**config.mk**
```make
export PLATFORM = sky130hd
export DESIGN_NAME = uart_apb_fifo
export DESIGN_NICKNAME = d
export VERILOG_FILES = /design/src/rtl/uart_apb_pkg.sv /design/src/rtl/uart_sync_fifo.sv /design/src/rtl/uart_apb_fifo.sv
export SDC_FILE = /design/constraint.sdc
export NUM_CORES = 1
export LEC_CHECK = 0
export ABC_AREA = 1
export CORE_ASPECT_RATIO = 0.8
export CORE_UTILIZATION = 54
export DETAILED_ROUTE_END_ITERATION = 8
export PLACE_DENSITY = 0.76
export SLEW_MARGIN = 15
export SYNTH_ARGS = -nofsm -noshare
export SYNTH_HDL_FRONTEND = slang
export SYNTH_SLANG_ARGS = --single-unit
```
**constraint.sdc**
```tcl
create_clock -name PCLK -period 2.7 [get_ports PCLK]
set_input_delay 0.54 -clock PCLK [delete_from_list [all_inputs] [get_ports PCLK]]
set_output_delay 0.54 -clock PCLK [all_outputs]
set_load 0.02 [all_outputs]
```
**src/rtl/uart_apb_pkg.sv**
```systemverilog
// Shared definitions for the APB UART: register map, CTRL layout, STATUS bits,
// FSM states and parity helpers.
package uart_apb_pkg;

    localparam logic [2:0] ADDR_CTRL   = 3'd0;
    localparam logic [2:0] ADDR_BAUD   = 3'd1;
    localparam logic [2:0] ADDR_TXDATA = 3'd2;
    localparam logic [2:0] ADDR_RXDATA = 3'd3;
    localparam logic [2:0] ADDR_STATUS = 3'd4;
    localparam logic [2:0] ADDR_IRQ_EN = 3'd5;

    localparam int unsigned ST_TX_FULL  = 0;
    localparam int unsigned ST_TX_EMPTY = 1;
    localparam int unsigned ST_RX_FULL  = 2;
    localparam int unsigned ST_RX_EMPTY = 3;
    localparam int unsigned ST_TX_BUSY  = 4;
    localparam int unsigned ST_PAR_ERR  = 5;
    localparam int unsigned ST_FRM_ERR  = 6;
    localparam int unsigned ST_OVERRUN  = 7;

    localparam int unsigned BAUD_RESET = 10417;
    localparam int unsigned BAUD_MIN   = 4;

    typedef enum logic [2:0] {S_IDLE, S_START, S_DATA, S_PARITY, S_STOP} uart_state_e;

    typedef enum logic [1:0] {
        PAR_NONE = 2'b00,
        PAR_EVEN = 2'b01,
        PAR_ODD  = 2'b10,
        PAR_RSVD = 2'b11
    } parity_e;

    // CTRL register layout, MSB first
    typedef struct packed {
        logic    loopback;
        logic    stop2;
        parity_e parity;
        logic    rx_clr;
        logic    tx_clr;
        logic    rx_en;
        logic    tx_en;
    } ctrl_t;

    function automatic logic parity_on(input parity_e mode);
        return (mode == PAR_EVEN) || (mode == PAR_ODD);
    endfunction

    function automatic logic parity_bit(input logic [7:0] data, input parity_e mode);
        return (mode == PAR_ODD) ? ~(^data) : (^data);
    endfunction

endpackage

```
**src/rtl/uart_sync_fifo.sv**
```systemverilog
// Single-clock byte FIFO with synchronous clear; push and pop may coincide.
module uart_sync_fifo #(
    parameter int unsigned DEPTH = 16
) (
    input  logic       clk,
    input  logic       rst_n,
    input  logic       clr,
    input  logic       push,
    input  logic       pop,
    input  logic [7:0] wdata,
    output logic [7:0] rdata,
    output logic       full,
    output logic       empty
);
    localparam int unsigned AW = $clog2(DEPTH);

    logic [7:0]    mem [DEPTH];
    logic [AW-1:0] wr_ptr;
    logic [AW-1:0] rd_ptr;
    logic [AW:0]   count;
    logic          do_push;
    logic          do_pop;

    // A push into a full FIFO is accepted only when a pop frees the slot
    assign do_pop  = pop & ~empty;
    assign do_push = push & (~full | do_pop);
    assign full    = (count == (AW+1)'(DEPTH));
    assign empty   = (count == '0);
    assign rdata   = mem[rd_ptr];

    always_ff @(posedge clk) begin
        if (!rst_n || clr) begin
            wr_ptr <= '0;
            rd_ptr <= '0;
            count  <= '0;
        end else begin
            if (do_push) wr_ptr <= wr_ptr + AW'(1);
            if (do_pop)  rd_ptr <= rd_ptr + AW'(1);
            count <= count + (AW+1)'(do_push) - (AW+1)'(do_pop);
        end
    end

    always_ff @(posedge clk) begin
        if (do_push) mem[wr_ptr] <= wdata;
    end

endmodule

```
**src/rtl/uart_apb_fifo.sv**
```systemverilog
// APB-attached UART with TX/RX byte FIFOs, optional parity, 1/2 stop bits,
// sticky error flags and a level interrupt.
module uart_apb_fifo
    import uart_apb_pkg::*;
#(
    parameter int unsigned FIFO_DEPTH = 16,
    parameter int unsigned DIV_WIDTH  = 20,
    parameter int unsigned APB_WIDTH  = 32
) (
    input  logic                 PCLK,
    input  logic                 PRESETn,
    input  logic                 PSEL,
    input  logic                 PENABLE,
    input  logic                 PWRITE,
    input  logic [APB_WIDTH-1:0] PADDR,
    input  logic [APB_WIDTH-1:0] PWDATA,
    output logic [APB_WIDTH-1:0] PRDATA,
    output logic                 PREADY,
    output logic                 PSLVERR,
    output logic                 tx,
    input  logic                 rx,
    output logic                 irq
);
    ctrl_t                ctrl;
    logic [DIV_WIDTH-1:0] baud;
    logic [2:0]           irq_en;
    logic                 par_err, frm_err, overrun;
    logic [7:0]           status;

    logic       tx_full, tx_empty, rx_full, rx_empty;
    logic [7:0] tx_head, rx_head;
    logic       access, wr_c, st_w1c_c;
    logic [2:0] addr;
    logic       tx_push_c, tx_pop_c, rx_push_c, rx_pop_c, tx_clr_c, rx_clr_c;
    logic       rx_perr_c, rx_ferr_c;
    logic       unused_bits;

    assign access      = PSEL & PENABLE;
    assign addr        = PADDR[4:2];
    assign wr_c        = access & PWRITE;
    assign st_w1c_c    = wr_c & (addr == ADDR_STATUS);
    assign tx_clr_c    = wr_c & (addr == ADDR_CTRL) & PWDATA[2];
    assign rx_clr_c    = wr_c & (addr == ADDR_CTRL) & PWDATA[3];
    assign PREADY      = 1'b1;
    assign unused_bits = ^{PADDR[APB_WIDTH-1:5], PADDR[1:0], PWDATA[APB_WIDTH-1:DIV_WIDTH]};

    uart_sync_fifo #(.DEPTH(FIFO_DEPTH)) u_tx_fifo (
        .clk(PCLK), .rst_n(PRESETn), .clr(tx_clr_c), .push(tx_push_c), .pop(tx_pop_c),
        .wdata(PWDATA[7:0]), .rdata(tx_head), .full(tx_full), .empty(tx_empty)
    );

    // ---------------- TX FSM ----------------
    uart_state_e          tx_state, tx_state_n;
    logic [DIV_WIDTH-1:0] tx_cnt, tx_cnt_n;
    logic [2:0]           tx_bit, tx_bit_n;
    logic [7:0]           tx_byte, tx_byte_n;
    logic                 tx_stop2, tx_stop2_n, tx_n, tx_end;

    always_ff @(posedge PCLK) begin
        if (!PRESETn) begin
            tx_state <= S_IDLE;
            tx_cnt   <= '0;
            tx_bit   <= '0;
            tx_byte  <= '0;
            tx_stop2 <= 1'b0;
            tx       <= 1'b1;
        end else begin
            tx_state <= tx_state_n;
            tx_cnt   <= tx_cnt_n;
            tx_bit   <= tx_bit_n;
            tx_byte  <= tx_byte_n;
            tx_stop2 <= tx_stop2_n;
            tx       <= tx_n;
        end
    end

    // Bit timer reloads from the live BAUD at every boundary
    always_comb begin
        tx_state_n = tx_state;
        tx_cnt_n   = tx_cnt - DIV_WIDTH'(1);
        tx_bit_n   = tx_bit;
        tx_byte_n  = tx_byte;
        tx_stop2_n = tx_stop2;
        tx_n       = tx;
        tx_pop_c   = 1'b0;
        tx_end     = (tx_cnt == '0);
        case (tx_state)
            S_IDLE: begin
                tx_cnt_n = baud - DIV_WIDTH'(1);
                tx_n     = 1'b1;
                if (ctrl.tx_en && !tx_empty) begin
                    tx_pop_c   = 1'b1;
                    tx_byte_n  = tx_head;
                    tx_state_n = S_START;
                    tx_n       = 1'b0;
                end
            end
            S_START: if (tx_end) begin
                tx_state_n = S_DATA;
                tx_cnt_n   = baud - DIV_WIDTH'(1);
                tx_bit_n   = '0;
                tx_n       = tx_byte[0];
            end
            S_DATA: if (tx_end) begin
                tx_cnt_n = baud - DIV_WIDTH'(1);
                if (tx_bit == 3'd7) begin
                    if (parity_on(ctrl.parity)) begin
                        tx_state_n = S_PARITY;
                        tx_n       = parity_bit(tx_byte, ctrl.parity);
                    end else begin
                        tx_state_n = S_STOP;
                        tx_n       = 1'b1;
                        tx_stop2_n = ctrl.stop2;
                    end
                end else begin
                    tx_bit_n = tx_bit + 3'd1;
                    tx_n     = tx_byte[tx_bit_n];
                end
            end
            S_PARITY: if (tx_end) begin
                tx_state_n = S_STOP;
                tx_cnt_n   = baud - DIV_WIDTH'(1);
                tx_n       = 1'b1;
                tx_stop2_n = ctrl.stop2;
            end
            S_STOP: if (tx_end) begin
                tx_cnt_n = baud - DIV_WIDTH'(1);
                if (tx_stop2) tx_stop2_n = 1'b0;
                else          tx_state_n = S_IDLE;
            end
            default: tx_state_n = S_IDLE;
        endcase
    end

    // ---------------- RX FSM ----------------
    uart_state_e          rx_state, rx_state_n;
    logic [DIV_WIDTH-1:0] rx_cnt, rx_cnt_n;
    logic [2:0]           rx_bit, rx_bit_n;
    logic [7:0]           rx_shift, rx_shift_n;
    logic                 rx_perr, rx_perr_n, rx_end;
    logic                 rx_s1, rx_s2, rx_prev;

    always_ff @(posedge PCLK) begin
        if (!PRESETn) begin
            rx_s1    <= 1'b1;
            rx_s2    <= 1'b1;
            rx_prev  <= 1'b1;
            rx_state <= S_IDLE;
            rx_cnt   <= '0;
            rx_bit   <= '0;
            rx_shift <= '0;
            rx_perr  <= 1'b0;
        end else begin
            rx_s1    <= ctrl.loopback ? tx : rx;
            rx_s2    <= rx_s1;
            rx_prev  <= rx_s2;
            rx_state <= rx_state_n;
            rx_cnt   <= rx_cnt_n;
            rx_bit   <= rx_bit_n;
            rx_shift <= rx_shift_n;
            rx_perr  <= rx_perr_n;
        end
    end

    always_comb begin
        rx_state_n = rx_state;
        rx_cnt_n   = rx_cnt - DIV_WIDTH'(1);
        rx_bit_n   = rx_bit;
        rx_shift_n = rx_shift;
        rx_perr_n  = rx_perr;
        rx_push_c  = 1'b0;
        rx_perr_c  = 1'b0;
        rx_ferr_c  = 1'b0;
        rx_end     = (rx_cnt == '0);
        if (!ctrl.rx_en) begin
            rx_state_n = S_IDLE;
        end else begin
            case (rx_state)
                S_IDLE: begin
                    rx_cnt_n  = (baud >> 1) - DIV_WIDTH'(1);
                    rx_perr_n = 1'b0;
                    if (rx_prev && !rx_s2) rx_state_n = S_START;
                end
                S_START: if (rx_end) begin
                    rx_cnt_n   = baud - DIV_WIDTH'(1);
                    rx_bit_n   = '0;
                    rx_state_n = rx_s2 ? S_IDLE : S_DATA;
                end
                S_DATA: if (rx_end) begin
                    rx_cnt_n   = baud - DIV_WIDTH'(1);
                    rx_shift_n = {rx_s2, rx_shift[7:1]};
                    rx_bit_n   = rx_bit + 3'd1;
                    if (rx_bit == 3'd7)
                        rx_state_n = parity_on(ctrl.parity) ? S_PARITY : S_STOP;
                end
                S_PARITY: if (rx_end) begin
                    rx_cnt_n   = baud - DIV_WIDTH'(1);
                    rx_perr_n  = (rx_s2 != parity_bit(rx_shift, ctrl.parity));
                    rx_state_n = S_STOP;
                end
                S_STOP: if (rx_end) begin
                    rx_push_c  = 1'b1;
                    rx_perr_c  = rx_perr;
                    rx_ferr_c  = ~rx_s2;
                    rx_state_n = S_IDLE;
                end
                default: rx_state_n = S_IDLE;
            endcase
        end
    end

    uart_sync_fifo #(.DEPTH(FIFO_DEPTH)) u_rx_fifo (
        .clk(PCLK), .rst_n(PRESETn), .clr(rx_clr_c), .push(rx_push_c), .pop(rx_pop_c),
        .wdata(rx_shift), .rdata(rx_head), .full(rx_full), .empty(rx_empty)
    );

    // ---------------- APB registers ----------------
    always_comb begin
        status              = '0;
        status[ST_TX_FULL]  = tx_full;
        status[ST_TX_EMPTY] = tx_empty;
        status[ST_RX_FULL]  = rx_full;
        status[ST_RX_EMPTY] = rx_empty;
        status[ST_TX_BUSY]  = (tx_state != S_IDLE);
        status[ST_PAR_ERR]  = par_err;
        status[ST_FRM_ERR]  = frm_err;
        status[ST_OVERRUN]  = overrun;
    end

    always_comb begin
        PRDATA    = '0;
        PSLVERR   = 1'b0;
        tx_push_c = 1'b0;
        rx_pop_c  = 1'b0;
        if (access) begin
            case (addr)
                ADDR_CTRL:   if (!PWRITE) PRDATA = APB_WIDTH'(ctrl);
                ADDR_BAUD:   if (!PWRITE) PRDATA = APB_WIDTH'(baud);
                ADDR_TXDATA: if (PWRITE) begin
                    tx_push_c = 1'b1;
                    PSLVERR   = tx_full & ~tx_pop_c;
                end
                ADDR_RXDATA: if (!PWRITE) begin
                    if (rx_empty) begin
                        PSLVERR = 1'b1;
                    end else begin
                        PRDATA   = APB_WIDTH'(rx_head);
                        rx_pop_c = 1'b1;
                    end
                end
                ADDR_STATUS: if (!PWRITE) PRDATA = APB_WIDTH'(status);
                ADDR_IRQ_EN: if (!PWRITE) PRDATA = APB_WIDTH'(irq_en);
                default:     PSLVERR = 1'b1;
            endcase
        end
    end

    always_ff @(posedge PCLK) begin
        if (!PRESETn) begin
            ctrl    <= '0;
            baud    <= DIV_WIDTH'(BAUD_RESET);
            irq_en  <= '0;
            par_err <= 1'b0;
            frm_err <= 1'b0;
            overrun <= 1'b0;
            irq     <= 1'b0;
        end else begin
            if (wr_c && addr == ADDR_CTRL)
                ctrl <= ctrl_t'({PWDATA[7:4], 2'b00, PWDATA[1:0]});
            if (wr_c && addr == ADDR_BAUD)
                baud <= (PWDATA[DIV_WIDTH-1:0] < DIV_WIDTH'(BAUD_MIN)) ?
                        DIV_WIDTH'(BAUD_MIN) : PWDATA[DIV_WIDTH-1:0];
            if (wr_c && addr == ADDR_IRQ_EN)
                irq_en <= PWDATA[2:0];
            // New error events win over a same-cycle write-1-to-clear
            par_err <= rx_perr_c | (par_err & ~(st_w1c_c & PWDATA[ST_PAR_ERR]));
            frm_err <= rx_ferr_c | (frm_err & ~(st_w1c_c & PWDATA[ST_FRM_ERR]));
            overrun <= (rx_push_c & rx_full & ~rx_pop_c) |
                       (overrun & ~(st_w1c_c & PWDATA[ST_OVERRUN]));
            irq     <= (irq_en[0] & ~rx_empty) | (irq_en[1] & tx_empty) |
                       (irq_en[2] & (par_err | frm_err | overrun));
        end
    end

endmodule

```
==> impl_metrics.tcl, run 1 <==
set metrics [dict create \
    ant_nets 0 \
    r2r_slack_ns 0.19 \
    status "complete, but fails checks" \
    worstSetupPathType "reg2out" \
    netlist_instances 2208 \
    grt_pass1_wl_um 81220 \
    root_buffer "clkbuf_16" \
    yosys_register_bits 393 \
    die_area_um2 36390 \
    synth_top_cell_by_area "edfxtp_1" \
    worstPathRequired_ns 2.16 \
    yosys_warnings 0 \
    finClkSkew_ns 0.03500 \
    hold_path.class "reg2reg" \
    place_area_um2 20940 \
    grt_pass1_vias 15120 \
    cp_slowest_cell "dfxtp_4" \
    layout_setup_ws_ns -0.01746 \
    grt_overflow_total 0 \
    utilization_pct 65.23 \
    setup_tns_ns -0.01746 \
    crit_path_end_kind "output port" \
    final_cell_mix "nand2_1, nor2_1, edfxtp_1, inv_1, nand3_1" \
    vdd_drop_max_mv 0.6524 \
    ctsLongestPathBuffers 3 \
    hpwl_um 36540 \
    initial_core_util_pct 55.15 \
    clk_latency_ns 0.56 \
    drv_cap 0 \
    track_usage_pct 29.01 \
    wirelength_um 53350 \
    rsz0062_at_grt "yes" \
    drive_above_1_share_pct 15.23 \
    layout.nets 2464 \
    core_area_um2 34880 \
    final_common_cell "nand2_1" \
    synth_top_area_share_pct 39.96 \
    row_count 61 \
    worst_pin_slew_ns 0.7644 \
    setup_violations 1 \
    synth_area_um2 19240 \
    die_x_um 213.0 \
    p_per_area_nw_per_um2 670.6 \
    cp_top_family "simple AND/OR/NAND/NOR gates" \
    path_max_fanout 8 \
    place.gp.congestion 0.9446 \
    first_iter_violations 1674 \
    area_delta_synth_final_pct 18.28 \
    clkTransAtPathRegs_ns 0.06 \
    grt_max_degree 67 \
    finalCritPeriodShare_pct 100.6 \
    ys_seq_area_share_pct 54.22 \
    yosys.cell_types.count 49 \
    drc 0 \
    antenna_found_initial 1 \
    cts_htree_levels 2 \
    nFillCells 2833 \
    maxSlewViolCount 0 \
    cp_slowest_stage_delay_ns 0.44 \
    drt-pass1-iter-count 6 \
    fmax_mhz 368.0 \
    detail_route.wl_per_cell_um 18.63 \
    avgViaCountPerCell 5.707 \
    violations "setup timing" \
    io_pins 106 \
    cp.arrival_ns 2.18 \
    start_kind "flip-flop" \
    io_buffers 51 \
    fp.dieH_um 170.8 \
    cts_tree "yes" \
    final_cell_area_um2 22750 \
    p_total_w 0.01526 \
    clock-sinks 393 \
    final-hold-violation-count 0 \
    timing.hold.ws_ns 0.4246 \
    numCtsBuffers 39 \
    crit_chain "buf_6 > clkbuf_16 > o211ai_1 > nand3_1 > nand3_2 > nand2_2 > nand2_2 > a21oi_2 > buf_6" \
    synth.avg_cell_area_um2 8.713 \
    slew_headroom_pct 48.99 \
    synthTopCellsByArea "edfxtp_1, dfxtp_1, nand2_1" \
    p_leak_nw 9.018 \
    dr_total_vias 16340 \
    crit_buf_inv 3 \
    fin_crit_ns 2.717 \
]
registers in the layout (all words and copies together), names as in the netlist, 4 cells and up, named ones only:
register and flops:
u_rx_fifo.wr_ptr 4, rx_shift 8, u_rx_fifo.mem 128, tx_cnt 20
u_rx_fifo.rd_ptr 4, rx_cnt 20, u_rx_fifo.count 5, u_tx_fifo.mem 128
ctrl 6, baud 20, u_tx_fifo.wr_ptr 4, u_tx_fifo.count 5
u_tx_fifo.rd_ptr 4, tx_byte 8
timing repair:
action | in CTS | in global routing
pin swaps | 10 | 51
hold endpoints to repair | 0 | 0
endpoints found under the setup margin | 22 | 23
hold buffers | 0 | 0
cloned | 1 | 6
buffers inserted | 4 | 10
resized for setup | 106 | 119
routing by layer:
metal	wire [µm]	global-route usage, %	vias up	share of wire, %
li1	-	-	7744	-
met1	22860	40.69	7772	43
met2	24740	45.73	716	46
met3	4044	4.001	106	7.6
met4	1705	11.04	0	3.2
met5	0	0	-	0
Yosys cell counts, drive strengths merged:
cell and number:
buf 43, o22ai 6, o21a 3, nand2 396, conb 2, nand4 14
inv 253, nand3 179, nor4 5, edfxtp 256, o22a 1, a221oi 1
nor2 303, a31oi 4, xnor2 12, xor2 31, o21ai 173, o211ai 67
dfxtp 137, clkinv 2, nor3 27, nor3b 1, a21oi 168, nand3b 7
o31ai 1, o221ai 6, ha 33, and2 1, fa 2, clkbuf 54
a211oi 12, or2 8
final cells by class:
type                       instances  area (µm²)  share of cell area (%)
tap                              472       590.6                   2.596
timing repair buffer             196        1733                   7.616
clock inverter                    27       282.8                   1.243
inverter                         255       957.2                   4.207
sequential                       393       10440                   45.88
clock buffer                      45        1020                   4.482
multi-input combinational       1474        7727                   33.96
antenna                            1       2.502                 0.01100
path summary, 6_finish.rpt:
check / startpoint / end / depth (start not counted)
setup / recovery: flip-flop / PRDATA[5] / 9
hold / removal: rx_s1 / rx_s2 / 1
setup reg to reg: u_rx_fifo.count[3] / u_rx_fifo.count[4] / 15
hold reg to reg: rx_s1 / rx_s2 / 1
where the power goes:
| group | leakage [nW] | total [W] | switching (W) | internal [W] |
|---|---|---|---|---|
| combinational | 5.20 | 0.00287 | 0.00190 | 0.000975 |
| clock | 0.633 | 0.00557 | 0.00236 | 0.00322 |
| sequential | 3.18 | 0.00681 | 0.000222 | 0.00659 |
cell families (layout without fill, tap and decap cells):
| family | count (synthesis) | in the layout | share of synthesized area (%) |
|---|---|---|---|
| compound gates | 442 | 442 | 13.00 |
| xor+xnor | 43 | 43 | 1.958 |
| fa+ha+maj | 35 | 35 | 2.355 |
| buf+inv | 352 | 523 | 7.376 |
| flops | 393 | 393 | 54.22 |
| other cells | 2 | 14 | 0.03904 |
| simple gates | 941 | 941 | 21.05 |
metrics by stage:
step / instances / setup WS, ns
6_report: 2863 / -0.01746
4_1_cts: 2849 / -0.2587
3_3_place_gp: 2772 / -0.4476
5_1_grt: 2863 / -0.07113
2_1_floorplan: 2219 / 0.05093
3_5_place_dp: 2772 / -0.4706
No activity file was read; power rests on OpenSTA's default activity.
==> inputs of run 2 (changes only) <==
--- a/config.mk
+++ b/config.mk
@@ -7,9 +7,10 @@
 export LEC_CHECK = 0
 export ABC_AREA = 1
 export CORE_ASPECT_RATIO = 0.8
-export CORE_UTILIZATION = 54
+export CORE_UTILIZATION = 55
 export DETAILED_ROUTE_END_ITERATION = 8
-export PLACE_DENSITY = 0.76
+export DONT_BUFFER_PORTS = 1
+export PLACE_DENSITY = 0.73
 export SLEW_MARGIN = 15
 export SYNTH_ARGS = -nofsm -noshare
 export SYNTH_HDL_FRONTEND = slang
==> impl_metrics.tcl, run 2 (same netlist as run 1, synthesis figures left out) <==
set metrics [dict create \
    vdd_drop_max_mv 0.5895 \
    layout.nets 2399 \
    place_area_um2 20240 \
    core_area_um2 34010 \
    crit_path_end_kind "output port" \
    final_cell_mix "nand2_1, nor2_1, edfxtp_1, inv_1, nand3_1" \
    wirelength_um 50800 \
    worstSetupPathType "reg2out" \
    worst_pin_slew_ns 0.9364 \
    comb_power_share_pct 18.0 \
    clk_latency_ns 0.55 \
    rsz0062_at_grt "yes" \
    io_pins 106 \
    final_common_cell "nand2_1" \
    clkTransAtPathRegs_ns 0.06 \
    drv_cap 0 \
    avgViaCountPerCell 5.671 \
    grt_max_degree 68 \
    diodes 0 \
    nFillCells 2769 \
    utilization_pct 64.76 \
    grt_overflow_total 0 \
    die_x_um 211.1 \
    cp_slowest_stage_delay_ns 0.39 \
    drc 0 \
    maxSlewViolCount 0 \
    cp.arrival_ns 2.18 \
    row_count 60 \
    slew_headroom_pct 37.30 \
    ctsLongestPathBuffers 3 \
    drive_above_1_share_pct 12.78 \
    crit_chain "buf_8 > clkbuf_16 > a21oi_2 > o21ai_1 > nand3_1 > nand3_2 > nand2_2 > nand2_2 > a21oi_2 > buf_4" \
    p_per_area_nw_per_um2 680.2 \
    hold_path.class "in2reg" \
    finClkSkew_ns 0.03168 \
    path_max_fanout 7 \
    swShare_pct 29.04 \
    clock-sinks 393 \
    antenna_found_initial 1 \
    largest_registers "u_rx_fifo.mem x128, u_tx_fifo.mem x128" \
    place.gp.congestion 0.9260 \
    cts_tree "yes" \
    area_delta_synth_final_pct 14.49 \
    track_usage_pct 28.36 \
    clock_power_share_pct 36.4 \
    fp.dieH_um 169.3 \
    fmax_mhz 367.3 \
    cp_slowest_cell "dfxtp_4" \
    fin_crit_ns 2.722 \
    p_leak_nw 8.670 \
    dp_slack_ns -0.02486 \
    p_sw_w 0.004351 \
    final_cell_area_um2 22020 \
    initial_core_util_pct 56.57 \
    detail_route.wl_per_cell_um 18.21 \
    cts_htree_levels 2 \
    final-hold-violation-count 0 \
    dr_total_vias 15820 \
    finalCritPeriodShare_pct 100.8 \
    numCtsBuffers 40 \
    ant_nets 0 \
    timing.hold.ws_ns 0.08572 \
    setup_violations 2 \
    violations "setup timing" \
    start_kind "flip-flop" \
    root_buffer "clkbuf_16" \
    io_buffers 0 \
    drt-pass1-iter-count 6 \
    hpwl_um 34020 \
    pwr-share-seq_pct 45.6 \
    layout_setup_ws_ns -0.02240 \
    die_area_um2 35730 \
    first_iter_violations 1458 \
    status "complete, but fails checks" \
    worstPathRequired_ns 2.16 \
    grt_pass1_wl_um 78930 \
    p_int_w 0.01063 \
    grt_pass1_vias 14750 \
]
run 2: stage by stage:
stage / TNS [ns] / instances / total power, W
floorplan: 0 / 2219 / 0.009041
global route: -0.2513 / 2789 / 0.01560
CTS: -0.03418 / 2785 / 0.01494
finish: -0.03594 / 2789 / 0.01498
global placement: -0.004391 / 2691 / 0.009438
detailed placement: -0.02486 / 2691 / 0.009521
run 2: cell type report:
cell class | count | area [µm²] | area share (%)
flip-flops and latches | 393 | 10440 | 47.41
clock inverters | 22 | 203.9 | 0.9260
inverters | 255 | 957.2 | 4.346
well taps | 465 | 581.8 | 2.642
repair buffers | 130 | 1119 | 5.079
multi-input cells | 1474 | 7644 | 34.70
clock buffers | 50 | 1079 | 4.897
run 2: final timing paths:
check                           from                   end  slack [ns]  cells after the start
hold / removal             PWDATA[0]  u_tx_fifo.mem[11][0]        0.09                      0
setup / recovery           flip-flop             PRDATA[0]       -0.02                     10
hold reg to reg                rx_s1                 rx_s2        0.42                      1
setup reg to reg  u_rx_fifo.count[2]    u_rx_fifo.count[3]        0.06                     17
run 2: layer usage:
metal	vias up	track usage (%)	share of wire, %
met5	-	0	0.033
met4	2	9.704	2.8
met3	85	4.367	7.7
met2	620	45.24	46
met1	7515	39.54	44
li1	7594	-	-
run 2: worst max-delay path, delay by kind of cell (launching register included):
family	cells	cell delay, ns
flip-flops	1	0.39
AO/OA/AOI/OAI	3	0.36
AND/OR/NAND/NOR	4	0.42
buffers and inverters	3	0.49
run 2: repair_timing:
item / CTS / global route
cloned: 1 / 4
buffers inserted: 21 / 2
pin swaps: 15 / 33
endpoints found under the setup margin: 9 / 11
hold buffers: 0 / 0
resized for setup: 43 / 46
run 2: power groups by stage:
| stage | clock network, W | registers (W) | logic, W |
|---|---|---|---|
| floorplan | 0 | 0.00688 | 0.00216 |
| global placement | 0 | 0.00693 | 0.00250 |
| detailed placement | 0 | 0.00694 | 0.00258 |
| CTS | 0.00551 | 0.00682 | 0.00262 |
| global route | 0.00573 | 0.00685 | 0.00302 |
| finish | 0.00545 | 0.00683 | 0.00270 |
==> inputs of run 3 (changes only) <==
--- a/config.mk
+++ b/config.mk
@@ -11,6 +11,7 @@
 export DETAILED_ROUTE_END_ITERATION = 8
 export DONT_BUFFER_PORTS = 1
 export PLACE_DENSITY = 0.73
+export RECOVER_POWER = 50
 export SLEW_MARGIN = 15
 export SYNTH_ARGS = -nofsm -noshare
 export SYNTH_HDL_FRONTEND = slang
==> impl_metrics.tcl, run 3 (same netlist as run 1, synthesis figures left out) <==
set metrics [dict create \
    status "complete, but fails checks" \
    violations "setup timing" \
    whs_path_depth 0 \
    fin_crit_ns 2.721 \
    grt_pass1_vias 14750 \
    fp.dieH_um 169.3 \
    antenna_found_initial 1 \
    first_iter_violations 1620 \
    core_area_um2 34010 \
    final-hold-violation-count 0 \
    crit_path_end_kind "output port" \
    root_buffer "clkbuf_16" \
    track_usage_pct 28.36 \
    grt_overflow_total 0 \
    ant_nets 0 \
    largest_registers "u_rx_fifo.mem x128, u_tx_fifo.mem x128" \
    drc 0 \
    cts_tree "yes" \
    reg2reg_depth 17 \
    grt_pass1_wl_um 78930 \
    vdd_drop_max_mv 0.5874 \
    avgViaCountPerCell 5.662 \
    clk_latency_ns 0.55 \
    cp_slowest_cell "dfxtp_4" \
    detail_route.wl_per_cell_um 18.20 \
    drive_above_1_share_pct 11.62 \
    place.gp.congestion 0.9260 \
    finalCritPeriodShare_pct 100.8 \
    crit_chain "buf_8 > clkbuf_16 > a21oi_2 > o21ai_1 > nand3_1 > nand3_2 > nand2_2 > nand2_2 > a21oi_2 > buf_4" \
    die_area_um2 35730 \
    fmax_mhz 367.5 \
    nFillCells 2792 \
    final_common_cell "nand2_1" \
    utilization_pct 64.45 \
    finClkSkew_ns 0.02784 \
    layout_setup_ws_ns -0.02138 \
    diodes 0 \
    worst_pin_slew_ns 1.054 \
    setup_tns_ns -0.03816 \
    cts_hold_buf 0 \
    initial_core_util_pct 56.57 \
    final_cell_area_um2 21920 \
    cp.arrival_ns 2.18 \
    clock-sinks 393 \
    drv_cap 0 \
    dr_total_vias 15790 \
    area_delta_synth_final_pct 13.93 \
    start_kind "flip-flop" \
    worstPathRequired_ns 2.16 \
    place_area_um2 20240 \
    cp_slowest_stage_delay_ns 0.39 \
    maxSlewViolCount 0 \
    ctsLongestPathBuffers 3 \
    critical_path_depth 10 \
    row_count 60 \
    numCtsBuffers 40 \
    final_cell_mix "nand2_1, nor2_1, edfxtp_1, inv_1, nand3_1" \
    setup_violations 2 \
    clkTransAtPathRegs_ns 0.06 \
    layout.nets 2399 \
    hpwl_um 34020 \
    cts_htree_levels 2 \
    hold_path.class "in2reg" \
    slew_headroom_pct 29.75 \
    grt_max_degree 68 \
    io_buffers 0 \
    wirelength_um 50760 \
    cp_top_family "buffers and inverters" \
    rsz0062_at_grt "yes" \
    worstSetupPathType "reg2out" \
    path_max_fanout 7 \
    drt-pass1-iter-count 7 \
    io_pins 106 \
    die_x_um 211.1 \
    p_per_area_nw_per_um2 680.2 \
    p_leak_nw 8.602 \
    crit_buf_inv 3 \
]
[run 3: cell types whose count changed in the layout (fill, tap and decap cells not counted), sizes merged]
cell and change:
buf -14, clkbuf +14
[run 3: layer usage]
metal  track usage [%]  share of wire, %  up-vias  wire length, µm
li1                  -                 -     7595                -
met1             39.54                43     7442            22000
met2             45.24                46      671            23190
met3             4.367               8.2       81             4151
met4             9.704               2.7        2             1395
met5                 0             0.033        -               17
[run 3: layout make-up]
type	count	area, µm²	share of cell area (%)
Tap cell	465	581.8	2.655
Multi-Input combinational cell	1474	7587	34.62
Clock inverter	22	203.9	0.9305
Clock buffer	50	1079	4.921
Timing Repair Buffer	130	1069	4.875
Inverter	255	957.2	4.367
Sequential cell	393	10440	47.63
[run 3: repair_timing]
item | CTS | global route
gates resized for setup | 43 | 46
pin swaps | 15 | 33
cloned | 1 | 4
buffers inserted | 21 | 2
setup endpoints to repair | 9 | 11
[run 3: metrics by stage]
step / hold WS, ns / total power [W] / worst slack, ns / std cells
2_1_floorplan: 0.3925 / 0.009041 / 0.05093 / 2219
3_3_place_gp: 0.3959 / 0.009438 / -0.004391 / 2691
3_5_place_dp: 0.4039 / 0.009521 / -0.02486 / 2691
4_1_cts: 0.06957 / 0.01494 / -0.01468 / 2785
5_1_grt: 0.06646 / 0.01554 / -0.08777 / 2789
6_report: 0.09103 / 0.01491 / -0.02138 / 2789
[run 3: final timing paths]
path                           start                   end  slack [ns]
setup / recovery           flip-flop             PRDATA[0]       -0.02
hold reg to reg                rx_s1                 rx_s2        0.41
hold / removal             PWDATA[2]  u_tx_fifo.mem[13][2]        0.09
setup reg to reg  u_rx_fifo.count[2]    u_rx_fifo.count[3]        0.05
[run 3: power by group]
group          internal, W  switching, W  total, W  leakage, nW
Clock              0.00313       0.00231   0.00544        0.627
Combinational     0.000887       0.00175   0.00263         4.79
Sequential         0.00659      0.000238   0.00683         3.18
Total               0.0106       0.00430    0.0149         8.60
